$ cat src/rtl/cpu_control_if.sv
// Memory bus between the SRM controller and instruction/data memory.
// The controller issues mem_cmd/mem_addr; memory returns mem_rdata one cycle later.
interface cpu_control_if;
  logic [1:0]  mem_cmd;
  logic [7:0]  mem_addr;
  logic [15:0] mem_rdata;

  modport master (output mem_cmd, output mem_addr, input mem_rdata);
  modport slave  (input mem_cmd, input mem_addr, output mem_rdata);
endinterface

$ cat src/rtl/cpu_control.sv
// Fetch/decode/sequencing controller for the Simple RISC Machine.
// Moore FSM owning PC, IR and the load/store data-address register.
module cpu_control (
  input  logic                 clk,
  input  logic                 reset,
  cpu_control_if.master        bus,
  input  logic [15:0]          datapath_out,
  output logic [7:0]           PC,
  output logic [2:0]           readnum,
  output logic [2:0]           writenum,
  output logic [3:0]           vsel,
  output logic                 loada,
  output logic                 loadb,
  output logic                 loadc,
  output logic                 loads,
  output logic                 write,
  output logic                 asel,
  output logic                 bsel,
  output logic                 sximmsel,
  output logic [1:0]           shift,
  output logic [1:0]           ALUop,
  output logic [15:0]          sximm8,
  output logic [15:0]          sximm5,
  output logic                 halted
);
  localparam logic [3:0] S_RST   = 4'd0;
  localparam logic [3:0] S_IF1   = 4'd1;
  localparam logic [3:0] S_IF2   = 4'd2;
  localparam logic [3:0] S_DEC   = 4'd3;
  localparam logic [3:0] S_WIMM  = 4'd4;
  localparam logic [3:0] S_GETA  = 4'd5;
  localparam logic [3:0] S_GETB  = 4'd6;
  localparam logic [3:0] S_ALU   = 4'd7;
  localparam logic [3:0] S_WREG  = 4'd8;
  localparam logic [3:0] S_ADDR  = 4'd9;
  localparam logic [3:0] S_LADDR = 4'd10;
  localparam logic [3:0] S_RD1   = 4'd11;
  localparam logic [3:0] S_RD2   = 4'd12;
  localparam logic [3:0] S_STC   = 4'd13;
  localparam logic [3:0] S_WR    = 4'd14;
  localparam logic [3:0] S_HALT  = 4'd15;

  logic [3:0]  state_q, state_d;
  logic [7:0]  pc_q, pc_d;
  logic [15:0] ir_q, ir_d;
  logic [7:0]  da_q, da_d;

  logic [2:0] opcode, rn, rd, rm;
  logic [1:0] op, sh;
  logic       is_movi, is_movr, is_alu, is_cmp, is_mvn, is_ldr, is_str;

  // Only the low byte of C forms an address.
  logic unused_dp_hi;
  assign unused_dp_hi = ^datapath_out[15:8];

  assign opcode = ir_q[15:13];
  assign op     = ir_q[12:11];
  assign rn     = ir_q[10:8];
  assign rd     = ir_q[7:5];
  assign sh     = ir_q[4:3];
  assign rm     = ir_q[2:0];

  assign is_movi = (opcode == 3'b110) && (op == 2'b10);
  assign is_movr = (opcode == 3'b110) && (op == 2'b00);
  assign is_alu  = (opcode == 3'b101);
  assign is_cmp  = is_alu && (op == 2'b01);
  assign is_mvn  = is_alu && (op == 2'b11);
  assign is_ldr  = (opcode == 3'b011) && (op == 2'b00);
  assign is_str  = (opcode == 3'b100) && (op == 2'b00);

  assign sximm8 = {{8{ir_q[7]}}, ir_q[7:0]};
  assign sximm5 = {{11{ir_q[4]}}, ir_q[4:0]};
  assign PC     = pc_q;

  always_comb begin
    state_d = state_q;
    pc_d    = pc_q;
    ir_d    = ir_q;
    da_d    = da_q;
    case (state_q)
      S_RST:   state_d = S_IF1;
      S_IF1:   state_d = S_IF2;
      S_IF2: begin
        ir_d    = bus.mem_rdata;
        pc_d    = pc_q + 8'd1;
        state_d = S_DEC;
      end
      S_DEC: begin
        if (is_movi)                 state_d = S_WIMM;
        else if (is_movr || is_mvn)  state_d = S_GETB;
        else if (is_alu)             state_d = S_GETA;
        else if (is_ldr || is_str)   state_d = S_GETA;
        else                         state_d = S_HALT;
      end
      S_WIMM:  state_d = S_IF1;
      S_GETA:  state_d = (is_ldr || is_str) ? S_ADDR : S_GETB;
      S_GETB:  state_d = is_str ? S_STC : S_ALU;
      S_ALU:   state_d = is_cmp ? S_IF1 : S_WREG;
      S_WREG:  state_d = S_IF1;
      S_ADDR:  state_d = S_LADDR;
      S_LADDR: begin
        da_d    = datapath_out[7:0];
        state_d = is_ldr ? S_RD1 : S_GETB;
      end
      S_RD1:   state_d = S_RD2;
      S_RD2:   state_d = S_IF1;
      S_STC:   state_d = S_WR;
      S_WR:    state_d = S_IF1;
      default: state_d = S_HALT;
    endcase
  end

  always_ff @(posedge clk) begin
    if (reset) begin
      state_q <= S_RST;
      pc_q    <= 8'h00;
      ir_q    <= 16'h0000;
      da_q    <= 8'h00;
    end else begin
      state_q <= state_d;
      pc_q    <= pc_d;
      ir_q    <= ir_d;
      da_q    <= da_d;
    end
  end

  always_comb begin
    bus.mem_cmd  = 2'b00;
    bus.mem_addr = pc_q;
    readnum      = 3'd0;
    writenum     = 3'd0;
    vsel         = 4'b0000;
    loada        = 1'b0;
    loadb        = 1'b0;
    loadc        = 1'b0;
    loads        = 1'b0;
    write        = 1'b0;
    asel         = 1'b0;
    bsel         = 1'b0;
    sximmsel     = 1'b0;
    shift        = 2'b00;
    ALUop        = 2'b00;
    halted       = 1'b0;
    case (state_q)
      S_IF1, S_IF2: bus.mem_cmd = 2'b01;
      S_WIMM: begin
        vsel     = 4'b0010;
        write    = 1'b1;
        writenum = rn;
      end
      S_GETA: begin
        readnum = rn;
        loada   = 1'b1;
      end
      S_GETB: begin
        readnum = is_str ? rd : rm;
        loadb   = 1'b1;
      end
      S_ALU: begin
        shift = sh;
        ALUop = is_alu ? op : 2'b00;
        asel  = is_movr || is_mvn;
        loadc = !is_cmp;
        loads = is_cmp;
      end
      S_WREG: begin
        vsel     = 4'b1000;
        write    = 1'b1;
        writenum = rd;
      end
      S_ADDR: begin
        bsel  = 1'b1;
        loadc = 1'b1;
      end
      S_RD1: begin
        bus.mem_cmd  = 2'b01;
        bus.mem_addr = da_q;
      end
      S_RD2: begin
        bus.mem_cmd  = 2'b01;
        bus.mem_addr = da_q;
        vsel         = 4'b0001;
        write        = 1'b1;
        writenum     = rd;
      end
      S_STC: begin
        asel  = 1'b1;
        loadc = 1'b1;
      end
      S_WR: begin
        bus.mem_cmd  = 2'b10;
        bus.mem_addr = da_q;
      end
      S_HALT:  halted = 1'b1;
      default: ;
    endcase
  end
endmodule

$ cat src/flat_wrapper.sv
// flat-port wrapper written by rule: the top's interface ports become plain ports
module cpu_control_flat 
  (clk, reset, datapath_out, PC, readnum, writenum, vsel, loada, loadb, loadc, loads, write, asel, bsel, sximmsel, shift, ALUop, sximm8, sximm5, halted, bus_mem_cmd, bus_mem_addr, bus_mem_rdata);
  cpu_control_if bus_i ();
  input  logic clk;
  input  logic reset;
  input  logic [15:0] datapath_out;
  output logic [7:0] PC;
  output logic [2:0] readnum;
  output logic [2:0] writenum;
  output logic [3:0] vsel;
  output logic loada;
  output logic loadb;
  output logic loadc;
  output logic loads;
  output logic write;
  output logic asel;
  output logic bsel;
  output logic sximmsel;
  output logic [1:0] shift;
  output logic [1:0] ALUop;
  output logic [15:0] sximm8;
  output logic [15:0] sximm5;
  output logic halted;
  output wire logic [$bits(bus_i.mem_cmd)-1:0] bus_mem_cmd;
  output wire logic [$bits(bus_i.mem_addr)-1:0] bus_mem_addr;
  input wire logic [$bits(bus_i.mem_rdata)-1:0] bus_mem_rdata;
  assign bus_mem_cmd = bus_i.mem_cmd;
  assign bus_mem_addr = bus_i.mem_addr;
  assign bus_i.mem_rdata = bus_mem_rdata;
  cpu_control u_core (.clk(clk), .reset(reset), .bus(bus_i), .datapath_out(datapath_out), .PC(PC), .readnum(readnum), .writenum(writenum), .vsel(vsel), .loada(loada), .loadb(loadb), .loadc(loadc), .loads(loads), .write(write), .asel(asel), .bsel(bsel), .sximmsel(sximmsel), .shift(shift), .ALUop(ALUop), .sximm8(sximm8), .sximm5(sximm5), .halted(halted));
endmodule
$ cat config.mk
export PLATFORM = sky130hd
export DESIGN_NAME = cpu_control_flat
export DESIGN_NICKNAME = d
export VERILOG_FILES = /design/src/rtl/cpu_control_if.sv /design/src/rtl/cpu_control.sv /design/src/flat_wrapper.sv
export SDC_FILE = /design/constraint.sdc
export NUM_CORES = 1
export LEC_CHECK = 0
export CAP_MARGIN = 20
export CORE_UTILIZATION = 36
export DETAILED_ROUTE_END_ITERATION = 10
export PLACE_DENSITY_LB_ADDON = 0.05
export SETUP_SLACK_MARGIN = 0.15
export SYNTH_ARGS = -nofsm -noshare
export SYNTH_HDL_FRONTEND = slang
export SYNTH_SLANG_ARGS = --single-unit
$ cat constraint.sdc
create_clock -name clk -period 2.5 [get_ports clk]
set_clock_uncertainty 0.15 [all_clocks]
set_input_delay 0.75 -clock clk [delete_from_list [all_inputs] [get_ports clk]]
set_output_delay 0.75 -clock clk [all_outputs]
set_load 0.02 [all_outputs]
# Yosys cells after proc, flatten, opt, wreduce, memory -nomap -nowiden
# Cells that the tools add are included.
classes:
  add_sub_neg: 1
  n_mul: 0
  n_div: 0
  magnitude_cmp: 0
  n_eq_ne: 22
  shift: 0
  muxes: 26
  n_bitwise: 0
  reduce_logical: 17
ops:
  columns: ["operator", "n"]
  rows:
  - ["4-bit one-hot mux with 11 select lines", 1]
  - ["4-bit == test, second input constant", 8]
  - ["4-bit two-way mux", 8]
  - ["4-bit by 3-bit == test with 1-bit output, second input constant", 4]
  - ["3-bit one-hot mux with 2 select lines", 2]
  - ["4-bit one-hot mux with 3 select lines", 1]
  - ["3-bit == test, second input constant", 3]
  - ["8-bit by 1-bit adder with 8-bit output, second input constant", 1]
  - ["4-bit by 2-bit == test with 1-bit output, second input constant", 2]
  - ["8-bit two-way mux", 1]
  - ["1-bit logical AND", 6]
  - ["1-bit two-way mux", 6]
  - ["2-bit two-way mux", 3]
  - ["3-bit OR reduction", 2]
  - ["5-bit OR reduction", 1]
  - ["2-bit == test, second input constant", 2]
  - ["4-bit by 1-bit == test with 1-bit output, second input constant", 1]
  - ["4-bit zero test", 1]
  - ["1-bit one-hot mux with 2 select lines", 2]
  - ["2-bit one-hot mux with 2 select lines", 1]
  - ["2-bit OR reduction", 2]
  - ["4-bit OR reduction", 1]
  - ["3-bit by 2-bit == test with 1-bit output, second input constant", 1]
  - ["3-bit two-way mux", 1]
  - ["other kinds (4)", 5]
totals:
  regBits: 36
  latchBits: 0
  ramBits: 0
  rom_bits: 0
  input_bits: 34
  word_cells: 70
  n_memories: 0

# Longest topological paths before layout
# Gate-level depths: netlist of the first run.
logic_depth:
  depth_word: 8
  mapped_depth: 7
  depth_no_buf: 6

# Worst setup path after synthesis of the first run
# No wires, ideal clock.
synth_timing:
  path_type: "reg-to-output"
  start: "register u_core.ir_q[11]"
  end: "output port readnum[2]"
  arrival_time_ps: 1504
  t_required_ps: 1600
  path_slack_ps: 96
  path_stages_with_launch: 7
  path_cell_list: "dfxtp_1 > buf_6 > or2_1 > buf_6 > nor3b_4 > mux2i_1 > o21ai_1"
synth_via:
  elab_chain_len: 4
synth_lines:
  columns: ["item", "line", "rtl"]
  rows:
  - ["start: declaration", "cpu_control.sv:45", "logic [15:0] ir_q, ir_d;"]
  - ["start signal: assignment", "cpu_control.sv:122", "ir_q <= ir_d;"]
  - ["2-bit zero test", "cpu_control.sv:69", "assign is_str = (opcode == 3'b100) && (op == 2'b00);"]
  - ["1-bit logical AND", "cpu_control.sv:69", null]
  - ["3-bit two-way mux", "cpu_control.sv:156", "readnum = is_str ? rd : rm;"]
  - ["3-bit one-hot mux with 2 select lines", "cpu_control.sv:144", "case (state_q)"]
  - ["end: declaration", "flat_wrapper.sv:9", "output logic [2:0] readnum;"]
# No other way between the ends.

# Worst setup path in the final report of the first run
layout_timing:
  start: "register u_core.ir_q[11]"
  end: "output port readnum[1]"
# The elaborated chain is that of the path after synthesis.

==> results of run 1 <==
[final cells by class]
class / count / area (um2)
clock buffer: 6 / 72.6
inverter: 5 / 18.8
sequential: 36 / 734
multi-input combinational: 207 / 1400
clock inverter: 2 / 35.0
fill: 561 / 2230
timing repair buffer: 149 / 1440
tap: 75 / 93.8
[per-layer routing]
| metal | global-route usage, % | wire [um] | up-vias |
|---|---|---|---|
| met5 | 0 | 0 | - |
| met4 | 5.36 | 63 | 0 |
| met3 | 5.00 | 354 | 5 |
| met2 | 32.5 | 3130 | 76 |
| met1 | 24.0 | 2870 | 1067 |
| li1 | - | - | 1178 |
[metrics by stage]
| stage | cells | hold slack [ns] | setup slack, ns |
|---|---|---|---|
| after floorplan | 300 | 0.300 | 0.180 |
| after global placement | 463 | 0.317 | -0.173 |
| after detailed placement | 463 | 0.320 | -0.160 |
| after CTS | 474 | 0.331 | -0.0440 |
| after global routing | 480 | 0.349 | -0.0889 |
| final | 480 | 0.327 | -0.0107 |
[where the power goes]
part / switching (mW) / total (mW) / internal [mW]
sequential: 0.0894 / 0.753 / 0.663
combinational: 0.779 / 1.54 / 0.756
clock: 0.207 / 0.503 / 0.296
total: 1.08 / 2.79 / 1.72
[worst paths after layout]
| kind | from | end | slack [ns] | depth (start not counted) |
|---|---|---|---|---|
| worst max register to register | u_core.state_q[3]$_SDFF_PP0_ | u_core.PC[3]$_SDFFE_PP0P_ | 0.55 | 8 |
| worst min register to register | u_core.ir_q[8]$_SDFFE_PP0P_ | u_core.ir_q[8]$_SDFFE_PP0P_ | 0.33 | 2 |
| worst min-delay path | u_core.ir_q[8]$_SDFFE_PP0P_ | u_core.ir_q[8]$_SDFFE_PP0P_ | 0.33 | 2 |
| worst max-delay path | u_core.ir_q[11]$_SDFFE_PP0P_ | readnum[1] | -0.01 | 6 |
[cell families after synthesis]
family | after synthesis | synth area share, %
buffers and inverters | 57 | 16.1
other | 1 | 0.165
AND/OR/NAND/NOR | 122 | 25.3
adder cells (fa/ha/maj) | 1 | 0.550
AO/OA/AOI/OAI | 58 | 15.4
XOR/XNOR | 5 | 1.92
multiplexers | 19 | 8.80
flip-flops | 36 | 31.7
[layout by cell type, fill, tap and decap left out, types with 4 or more instances in the layout]
cell type / Yosys / routed
nand2_1: 50 / 48
buf_4: 35 / 47
clkdlybuf4s50_1: 0 / 43
buf_6: 2 / 30
dfxtp_1: 36 / 29
a21oi_1: 26 / 26
nor2_1: 35 / 23
dlymetal6s2s_1: 0 / 13
nor2_4: 1 / 10
mux2i_1: 11 / 10
dlygate4sd2_1: 0 / 9
mux2_4: 0 / 8
a31oi_1: 6 / 6
o21ai_0: 10 / 6
clkbuf_8: 0 / 5
dfxtp_2: 0 / 5
inv_2: 0 / 4
nor2_2: 1 / 4
o21ai_2: 1 / 4
xor2_1: 4 / 4
[state kept, by name, indices dropped and copies added, names as in the netlist]
register	cells
u_core.PC	8
u_core.da_q	8
u_core.ir_q	16
u_core.state_q	4
[worst register-to-register path: cells and delay by family, from the launching register on]
family | cells | cell delay, ns
flip-flops | 1 | 0.33
AND/OR/NAND/NOR | 4 | 0.61
XOR/XNOR | 1 | 0.15
buffers and inverters | 3 | 0.60
[timing repair]
action                                  CTS  global route
hold endpoints to repair                  0             0
hold buffers                              0             0
resized for setup                       193            82
endpoints found under the setup margin   40            39
setup buffers                             3             6
pin swaps                                 8            16
==> flow_metrics.env, run 1 <==
export IMPL_status="complete, but fails checks"
export IMPL_violations="negative setup slack"
export IMPL_leakage_nw=1.77
export IMPL_netlist_top_cells_area="dfxtp_1 (32%), buf_4 (12%), nand2_1 (8.2%), nor2_1 (5.8%), a21oi_1 (5.7%)"
export IMPL_cp_slowest_cell="dfxtp_2"
export IMPL_grt_pass1_wl_mm=9.70
export IMPL_hold_path_class="reg2reg"
export IMPL_post_dp_cell_area_mm2=0.00334
export IMPL_cts_tree="yes"
export IMPL_fin_crit_ns=2.51
export IMPL_fin_ws_ns=-0.0107
export IMPL_slew_headroom_pct=59.0
export IMPL_worstPathMaxFanout=4
export IMPL_clk_pin_slew_worst_paths_ns=0.07
export IMPL_ys_types=52
export IMPL_finalPower_mw=2.79
export IMPL_setup_tns_ns=-0.0305
export IMPL_critPathBufInv=2
export IMPL_ir_worst_vdd_v=0.000515
export IMPL_cts_root_buffer="clkbuf_8"
export IMPL_avgSynthCellArea_um2=7.61
export IMPL_synth_edf_count=0
export IMPL_die_w_um=81.5
export IMPL_die_h_um=81.5
export IMPL_synthArstFlopShare_pct=0
export IMPL_yosysSeqAreaShare_pct=31.7
export IMPL_ys_flop_type="dfxtp_1"
export IMPL_grt_max_degree=37
export IMPL_synth_top_area_share_pct=31.7
export IMPL_dr_pass1_iters=5
export IMPL_dp_hpwl_mm=4.56
export IMPL_cpMostUsedCell="buf_6"
export IMPL_viasPerCell=4.85
export IMPL_avgRoutedWirePerCell_um=13.4
export IMPL_netlist_instances=299
export IMPL_synth_commonest_cells="nand2_1 (50), dfxtp_1 (36), buf_4 (35), nor2_1 (35), a21oi_1 (26)"
export IMPL_insertion_delay_ns=0.29
export IMPL_critical_path_cell_chain="or2_4 -> nor3b_4 -> buf_6 -> mux2i_2 -> o21ai_2 -> buf_6"
export IMPL_core_mm2=0.00603
export IMPL_wl_mm=6.42
export IMPL_drive_gt1_share_pct=36.3
export IMPL_endpoint_kind="output port"
export IMPL_grt_pass1_vias=2039
export IMPL_drc_errors=0
export IMPL_io_buffers=96
export IMPL_final_area_mm2=0.00379
export IMPL_path_class="reg2out"
export IMPL_drv_slew=0
export IMPL_start_util_pct=37.8
export IMPL_place_congestion=0.831
export IMPL_setup_viol=3
export IMPL_grt_remaining_overflow=0
export IMPL_post_synth_top_count_cell="nand2_1"
export IMPL_timing_final_crit_share_pct=100
export IMPL_postRouteAntennaNets=0
export IMPL_crit_required_ns=1.60
export IMPL_cp_slowest_stage_delay_ns=0.32
export IMPL_num_rows=28
export IMPL_antenna_cells=0
export IMPL_final_hold_violation_count=0
export IMPL_io_pins=107
export IMPL_synth_top_cell_by_area="dfxtp_1"
export IMPL_nets=439
export IMPL_grt_util_all_layers_pct=19.3
export IMPL_cts_max_level=2
export IMPL_yosys_warnings=0
export IMPL_crit_family="simple AND/OR/NAND/NOR gates"
export IMPL_tightest_slew_ns=0.614
export IMPL_final_core_util_pct=63.0
export IMPL_synth_cell_area_mm2=0.00228
export IMPL_powerDensity_mw_per_mm2=736
export IMPL_antenna_found_initial=0
export IMPL_clockBufferDepth=2
export IMPL_maxCapViolCount=0
export IMPL_crit_arrival_ns=1.61
export IMPL_syn2layout_area_growth_pct=66.7
export IMPL_fp_dieArea_mm2=0.00664
export IMPL_first_iter_violations=66
export IMPL_cts_buffers=5
export IMPL_clkSinkCount=36
export IMPL_rsz0062_at_grt="true"
export IMPL_ys_ff_latch=36
export IMPL_max_freq_mhz=398
export IMPL_startpoint_type="register"
export IMPL_vias=2326
Power figures use the tool's default switching activity.
==> run 2, diff against run 1 <==
Settings changed: CELL_PAD_IN_SITES_DETAIL_PLACEMENT set to 1, CELL_PAD_IN_SITES_GLOBAL_PLACEMENT set to 1, CORE_UTILIZATION 36 to 29, CTS_BUF_LIST set to sky130_fd_sc_hd__clkbuf_4 sky130_fd_sc_hd__clkbuf_8.
==> run 2 against run 1 <==
Net effect:
- clock-buffer cell count rose by 1
- largest cell class unchanged
- sequential share of layout area fell by 0.055 points
- hold slack improved by 0.0059 ns
- combinational power barely moved
- core utilization fell by 11 points
- critical path depth did not move
- clock power fell by 8.5%
- via count rose by 3.4%
- sequential cell count did not move
- the run still ends with negative setup slack left
- power fell by 1.2%
- highest routed layer unchanged
==> flow_metrics.env, run 2 (same netlist as run 1, synthesis figures left out) <==
export IMPL_status="complete, but fails checks"
export IMPL_violations="negative setup slack"
export IMPL_r2r_slack_ns=0.52
export IMPL_rr_worst_depth=8
export IMPL_final_common_cell="buf_4"
export IMPL_maxCapViolCount=0
export IMPL_grt_pass1_wl_mm=11.4
export IMPL_fp_dieArea_mm2=0.00821
export IMPL_first_iter_violations=65
export IMPL_hold_path_class="reg2reg"
export IMPL_ir_worst_vdd_v=0.000285
export IMPL_mostFrequentLayoutCells="buf_4 (53), nand2_1 (47), clkdlybuf4s50_1 (46)"
export IMPL_grt_max_degree=37
export IMPL_clockBufferDepth=2
export IMPL_finalPower_mw=2.76
export IMPL_cp_startpoint="u_core.ir_q[11]$_SDFFE_PP0P_"
export IMPL_rsz0062_at_grt="true"
export IMPL_critPathBufInv=2
export IMPL_clkSinkCount=36
export IMPL_preCtsSetupSlack_ns=-0.220
export IMPL_dp_hpwl_mm=5.32
export IMPL_io_pins=107
export IMPL_antenna_found_initial=0
export IMPL_drv_slew=0
export IMPL_largest_reg_flops=16
export IMPL_swShare_pct=40.5
export IMPL_worstPathMaxFanout=4
export IMPL_drive_gt1_share_pct=38.0
export IMPL_cp_slowest_stage_delay_ns=0.32
export IMPL_fin_crit_ns=2.56
export IMPL_p_seq_share_pct=27.6
export IMPL_critical_path_cell_chain="or2_4 -> nor3b_4 -> buf_6 -> mux2i_2 -> o21ai_2 -> buf_6"
export IMPL_grt_most_used_layer="met2"
export IMPL_setup_tns_ns=-0.132
export IMPL_crit_family="simple AND/OR/NAND/NOR gates"
export IMPL_cts_buffers=5
export IMPL_clk_pin_slew_worst_paths_ns=0.08
export IMPL_fin_ws_ns=-0.0649
export IMPL_path_class="reg2out"
export IMPL_cp_slowest_cell="dfxtp_2"
export IMPL_core_mm2=0.00741
export IMPL_grt_util_met1_pct=21.8
export IMPL_final_hold_violation_count=0
export IMPL_die_w_um=90.6
export IMPL_endpoint_kind="output port"
export IMPL_drc_errors=0
export IMPL_wl_mm=7.51
export IMPL_crit_arrival_ns=1.66
export IMPL_grt_pass1_vias=2265
export IMPL_vias=2405
export IMPL_r2r_end="u_core.PC[3]$_SDFFE_PP0P_"
export IMPL_met2_usage_pct=29.7
export IMPL_n_fill_cell=881
export IMPL_cp_num_cells=6
export IMPL_clockPowerShare_pct=16.7
export IMPL_nets=447
export IMPL_cts_max_level=2
export IMPL_die_h_um=90.6
export IMPL_grt_util_all_layers_pct=17.5
export IMPL_power_frac_comb_pct=55.7
export IMPL_endpoint="readnum[0]"
export IMPL_viasPerCell=4.70
export IMPL_postCtsHoldBufs=0
export IMPL_powerDensity_mw_per_mm2=722
export IMPL_avgRoutedWirePerCell_um=14.7
export IMPL_io_buffers=96
export IMPL_syn2layout_area_growth_pct=67.7
export IMPL_setup_viol=3
export IMPL_postRouteAntennaNets=0
export IMPL_largest_register="u_core.ir_q"
export IMPL_insertion_delay_ns=0.29
export IMPL_max_freq_mhz=390
export IMPL_grt_remaining_overflow=0
export IMPL_cpMostUsedCell="buf_6"
export IMPL_switchingPower_mw=1.12
export IMPL_timing_final_crit_share_pct=103
export IMPL_num_rows=31
export IMPL_leakage_nw=1.62
export IMPL_cts_root_buffer="clkbuf_8"
export IMPL_place_congestion=0.770
export IMPL_dr_pass1_iters=4
export IMPL_grtUsageMet3_pct=3.96
export IMPL_rr_startpoint="u_core.state_q[3]$_SDFF_PP0_"
export IMPL_antenna_cells=0
export IMPL_crit_required_ns=1.60
export IMPL_startpoint_type="register"
export IMPL_cts_tree="yes"
export IMPL_start_util_pct=30.7
export IMPL_internal_power_mw=1.64
-- run 2: cell count changes in the layout (fill, tap and decap cells not counted), sizes merged --
cell	change
buf	+8
clkinv	-1
clkbuf	+2
bufinv	-1
clkdlybuf4s50	+3
dlymetal6s2s	-13
clkinvlp	+1
clkdlybuf4s15	-1
dlygate4sd2	+10
-- run 2: worst min-delay path by stage --
stage | endpoint | slack [ns] | startpoint | cells after the start
floorplan | u_core.ir_q[10]$_SDFFE_PP0P_ | 0.30 | u_core.ir_q[10]$_SDFFE_PP0P_ | 2
global placement | u_core.ir_q[8]$_SDFFE_PP0P_ | 0.32 | u_core.ir_q[8]$_SDFFE_PP0P_ | 2
detailed placement | u_core.ir_q[10]$_SDFFE_PP0P_ | 0.33 | u_core.ir_q[10]$_SDFFE_PP0P_ | 2
CTS | u_core.ir_q[10]$_SDFFE_PP0P_ | 0.34 | u_core.ir_q[10]$_SDFFE_PP0P_ | 2
global route | u_core.ir_q[9]$_SDFFE_PP0P_ | 0.36 | u_core.ir_q[9]$_SDFFE_PP0P_ | 2
finish | u_core.ir_q[3]$_SDFFE_PP0P_ | 0.33 | u_core.ir_q[3]$_SDFFE_PP0P_ | 2
-- run 2: per-layer routing --
metal,part of all wire [%],vias to the layer above
li1,-,1194
met1,43,1137
met2,51,68
met3,5.0,6
met4,1.1,0
met5,0,-
-- run 2: area by class of cell --
cell class / instances / area, um2 / area share (%)
clock buffers: 7 / 90.1 / 2.36
flip-flops and latches: 36 / 737 / 19.3
multi-input cells: 207 / 1390 / 36.4
clock inverters: 1 / 7.51 / 0.197
repair buffers: 157 / 1450 / 38.0
inverters: 5 / 18.8 / 0.492
well taps: 99 / 124 / 3.24
-- run 2: stage by stage --
step,cells,hold slack (ns),cell area (um2),util (%)
after global placement,489,0.320,3390,45.7
after floorplan,300,0.300,2290,-
after CTS,500,0.340,3560,48.1
after global routing,512,0.359,3820,51.5
after detailed placement,489,0.329,3390,45.7
final,512,0.333,3820,51.5
-- run 2: tightest hold or removal path, stage by stage, from the launching register on --
cell and delay (ns):
dfxtp_1 0.33, nand2_1 0.06, a21oi_1 0.05
-- run 2: what timing repair did --
item,4_1_cts,5_1_grt
gates resized for setup,212,60
pin swaps,8,14
setup endpoints to repair,50,26
buffers inserted,3,12
-- run 2: power by group through the flow --
stage | combinational (mW) | clock [mW] | sequential [mW]
6_report | 1.54 | 0.460 | 0.761
5_1_grt | 1.65 | 0.490 | 0.776
4_1_cts | 1.37 | 0.483 | 0.759
3_5_place_dp | 1.33 | 0 | 0.752
3_3_place_gp | 1.31 | 0 | 0.749
2_1_floorplan | 0.818 | 0 | 0.742
==> run 3, diff against run 2 <==
Settings changed: GPL_TIMING_DRIVEN set to 0.
==> run 3 against run 2 <==
Net effect:
- the flow still finishes with violations (negative setup slack)
- critical endpoint is now readnum[2]
- core utilization up 2.5 points
- clock power down 8.7%
- fmax down 6.3%
- largest cell class unchanged
- largest power group unchanged
- clock-buffer cell count down 2
- register-to-register slack worse by 0.16 ns
- global-route usage up 1.3 points
- wire length up 9.1%
- sequential cell count unchanged
- first-iteration DRC count up 40%
==> flow_metrics.env, run 3 (same netlist as run 1, synthesis figures left out) <==
export IMPL_vias=2519
export IMPL_largest_register="u_core.ir_q"
export IMPL_drc_errors=0
export IMPL_drv_slew=0
export IMPL_first_iter_violations=91
export IMPL_register_area_um2=743
export IMPL_critPathBufInv=3
export IMPL_hold_path_class="reg2reg"
export IMPL_crit_arrival_ns=1.84
export IMPL_powerDensity_mw_per_mm2=713
export IMPL_tightest_slew_ns=0.642
export IMPL_leakage_nw=1.94
export IMPL_postRouteAntennaNets=0
export IMPL_violations="negative setup slack"
export IMPL_setup_viol=12
export IMPL_ir_worst_vdd_v=0.000279
export IMPL_final_core_util_pct=54.0
export IMPL_fin_ws_ns=-0.238
export IMPL_start_util_pct=30.7
export IMPL_dp_hpwl_mm=5.46
export IMPL_timing_final_crit_share_pct=110
export IMPL_critical_path_cell_chain="buf_6 -> or2_1 -> buf_6 -> nor3b_4 -> mux2i_1 -> o21ai_2 -> buf_6"
export IMPL_die_h_um=90.6
export IMPL_viasPerCell=4.73
export IMPL_core_mm2=0.00741
export IMPL_rsz0062_at_grt="true"
export IMPL_fp_dieArea_mm2=0.00821
export IMPL_grt_util_all_layers_pct=18.7
export IMPL_avgRoutedWirePerCell_um=15.4
export IMPL_clockBufferDepth=2
export IMPL_num_rows=31
export IMPL_cts_root_buffer="clkbuf_8"
export IMPL_clk_pin_slew_worst_paths_ns=0.08
export IMPL_nets=467
export IMPL_mostFrequentLayoutCells="buf_4 (69), nand2_1 (46), clkdlybuf4s50_1 (36)"
export IMPL_endpoint_kind="output port"
export IMPL_syn2layout_area_growth_pct=75.9
export IMPL_path_class="reg2out"
export IMPL_worstPathMaxFanout=4
export IMPL_wl_mm=8.19
export IMPL_final_common_cell="buf_4"
export IMPL_setup_tns_ns=-1.20
export IMPL_io_pins=107
export IMPL_cts_tree="yes"
export IMPL_cpMostUsedCell="buf_6"
export IMPL_startpoint_type="register"
export IMPL_io_buffers=95
export IMPL_crit_required_ns=1.60
export IMPL_grt_pass1_wl_mm=12.4
export IMPL_clkSinkCount=36
export IMPL_dr_pass1_iters=4
export IMPL_insertion_delay_ns=0.29
export IMPL_grt_remaining_overflow=0
export IMPL_place_congestion=0.820
export IMPL_slew_headroom_pct=57.2
export IMPL_postCtsHoldBufs=0
export IMPL_cp_slowest_cell="dfxtp_2"
export IMPL_final_hold_violation_count=0
export IMPL_status="complete, but fails checks"
export IMPL_die_w_um=90.6
export IMPL_fin_crit_ns=2.74
export IMPL_grt_pass1_vias=2412
export IMPL_n_fill_cell=899
export IMPL_drive_gt1_share_pct=40.0
export IMPL_multi_input_area_mm2=0.00138
export IMPL_cp_slowest_stage_delay_ns=0.32
export IMPL_maxCapViolCount=0
export IMPL_grt_max_degree=16
export IMPL_crit_family="simple AND/OR/NAND/NOR gates"
export IMPL_antenna_cells=0
export IMPL_antenna_found_initial=0
export IMPL_largest_reg_flops=16
export IMPL_preCtsSetupSlack_ns=-0.691
export IMPL_max_freq_mhz=365
export IMPL_cts_buffers=5
export IMPL_cts_max_level=2
==> run 3: cell count changes in the layout (fill, tap and decap cells not counted), moves of 3 or more <==
| cell | previous run | this run |
|---|---|---|
| dfxtp_1 | 29 | 26 |
| nor2_1 | 23 | 27 |
| buf_2 | 4 | 7 |
| nor2_4 | 10 | 5 |
| clkbuf_1 | 0 | 4 |
| clkdlybuf4s50_1 | 46 | 36 |
| buf_6 | 32 | 23 |
| buf_4 | 53 | 69 |
| buf_8 | 0 | 5 |
| dlygate4sd2_1 | 19 | 13 |
| dlymetal6s2s_1 | 0 | 14 |
==> run 3: area by class of cell <==
class                           count  area share, %
Multi-Input combinational cell    207           34.5
Timing Repair Buffer              126           30.5
Sequential cell                    36           18.6
Buffer                             51           10.4
Tap cell                           99           3.09
Clock buffer                        5           1.72
Inverter                            5          0.656
Clock inverter                      3          0.594
==> run 3: routing by layer <==
metal | up-vias | part of all wire, % | track usage [%]
li1 | 1238 | - | -
met1 | 1200 | 43 | 23.7
met2 | 72 | 51 | 32.1
met3 | 9 | 4.9 | 4.04
met4 | 0 | 1.0 | 4.57
met5 | - | 0 | 0
==> run 3: through the flow <==
stage,cell area (um2),cells,power [mW],hold WS (ns)
after detailed placement,3370,494,2.04,0.324
after CTS,3740,516,2.70,0.335
final,4000,532,2.85,0.343
after global routing,4000,532,3.03,0.372
after global placement,3370,494,2.02,0.321
after floorplan,2290,300,1.56,0.300
==> run 3: worst reg2reg max path: stages (launching register included) <==
cell and delay (ns):
dfxtp_2 0.32, buf_6 0.10, or2_1 0.21, buf_6 0.13, buf_4 0.13, buf_6 0.11
buf_4 0.13, buf_4 0.13, a21oi_2 0.19, nor2_1 0.09, a211oi_1 0.23, a21oi_1 0.09
==> run 3: what timing repair did <==
item,CTS,global route
resized for setup,225,61
pin swaps,10,14
buffers inserted,15,16
endpoints found under the setup margin,53,41
==> run 3: worst paths after layout <==
| check | slack, ns | cells past startpoint | end | from |
|---|---|---|---|---|
| setup / recovery | -0.24 | 7 | readnum[2] | u_core.ir_q[11]$_SDFFE_PP0P_ |
| hold / removal | 0.34 | 2 | u_core.ir_q[3]$_SDFFE_PP0P_ | u_core.ir_q[3]$_SDFFE_PP0P_ |
| setup reg to reg | 0.36 | 11 | u_core.state_q[2]$_SDFF_PP0_ | u_core.ir_q[11]$_SDFFE_PP0P_ |
| hold reg to reg | 0.34 | 2 | u_core.ir_q[3]$_SDFFE_PP0P_ | u_core.ir_q[3]$_SDFFE_PP0P_ |
==> run 3: where the power goes <==
group / switching, mW / internal (mW)
Clock: 0.223 / 0.197
Combinational: 0.831 / 0.825
Sequential: 0.112 / 0.666
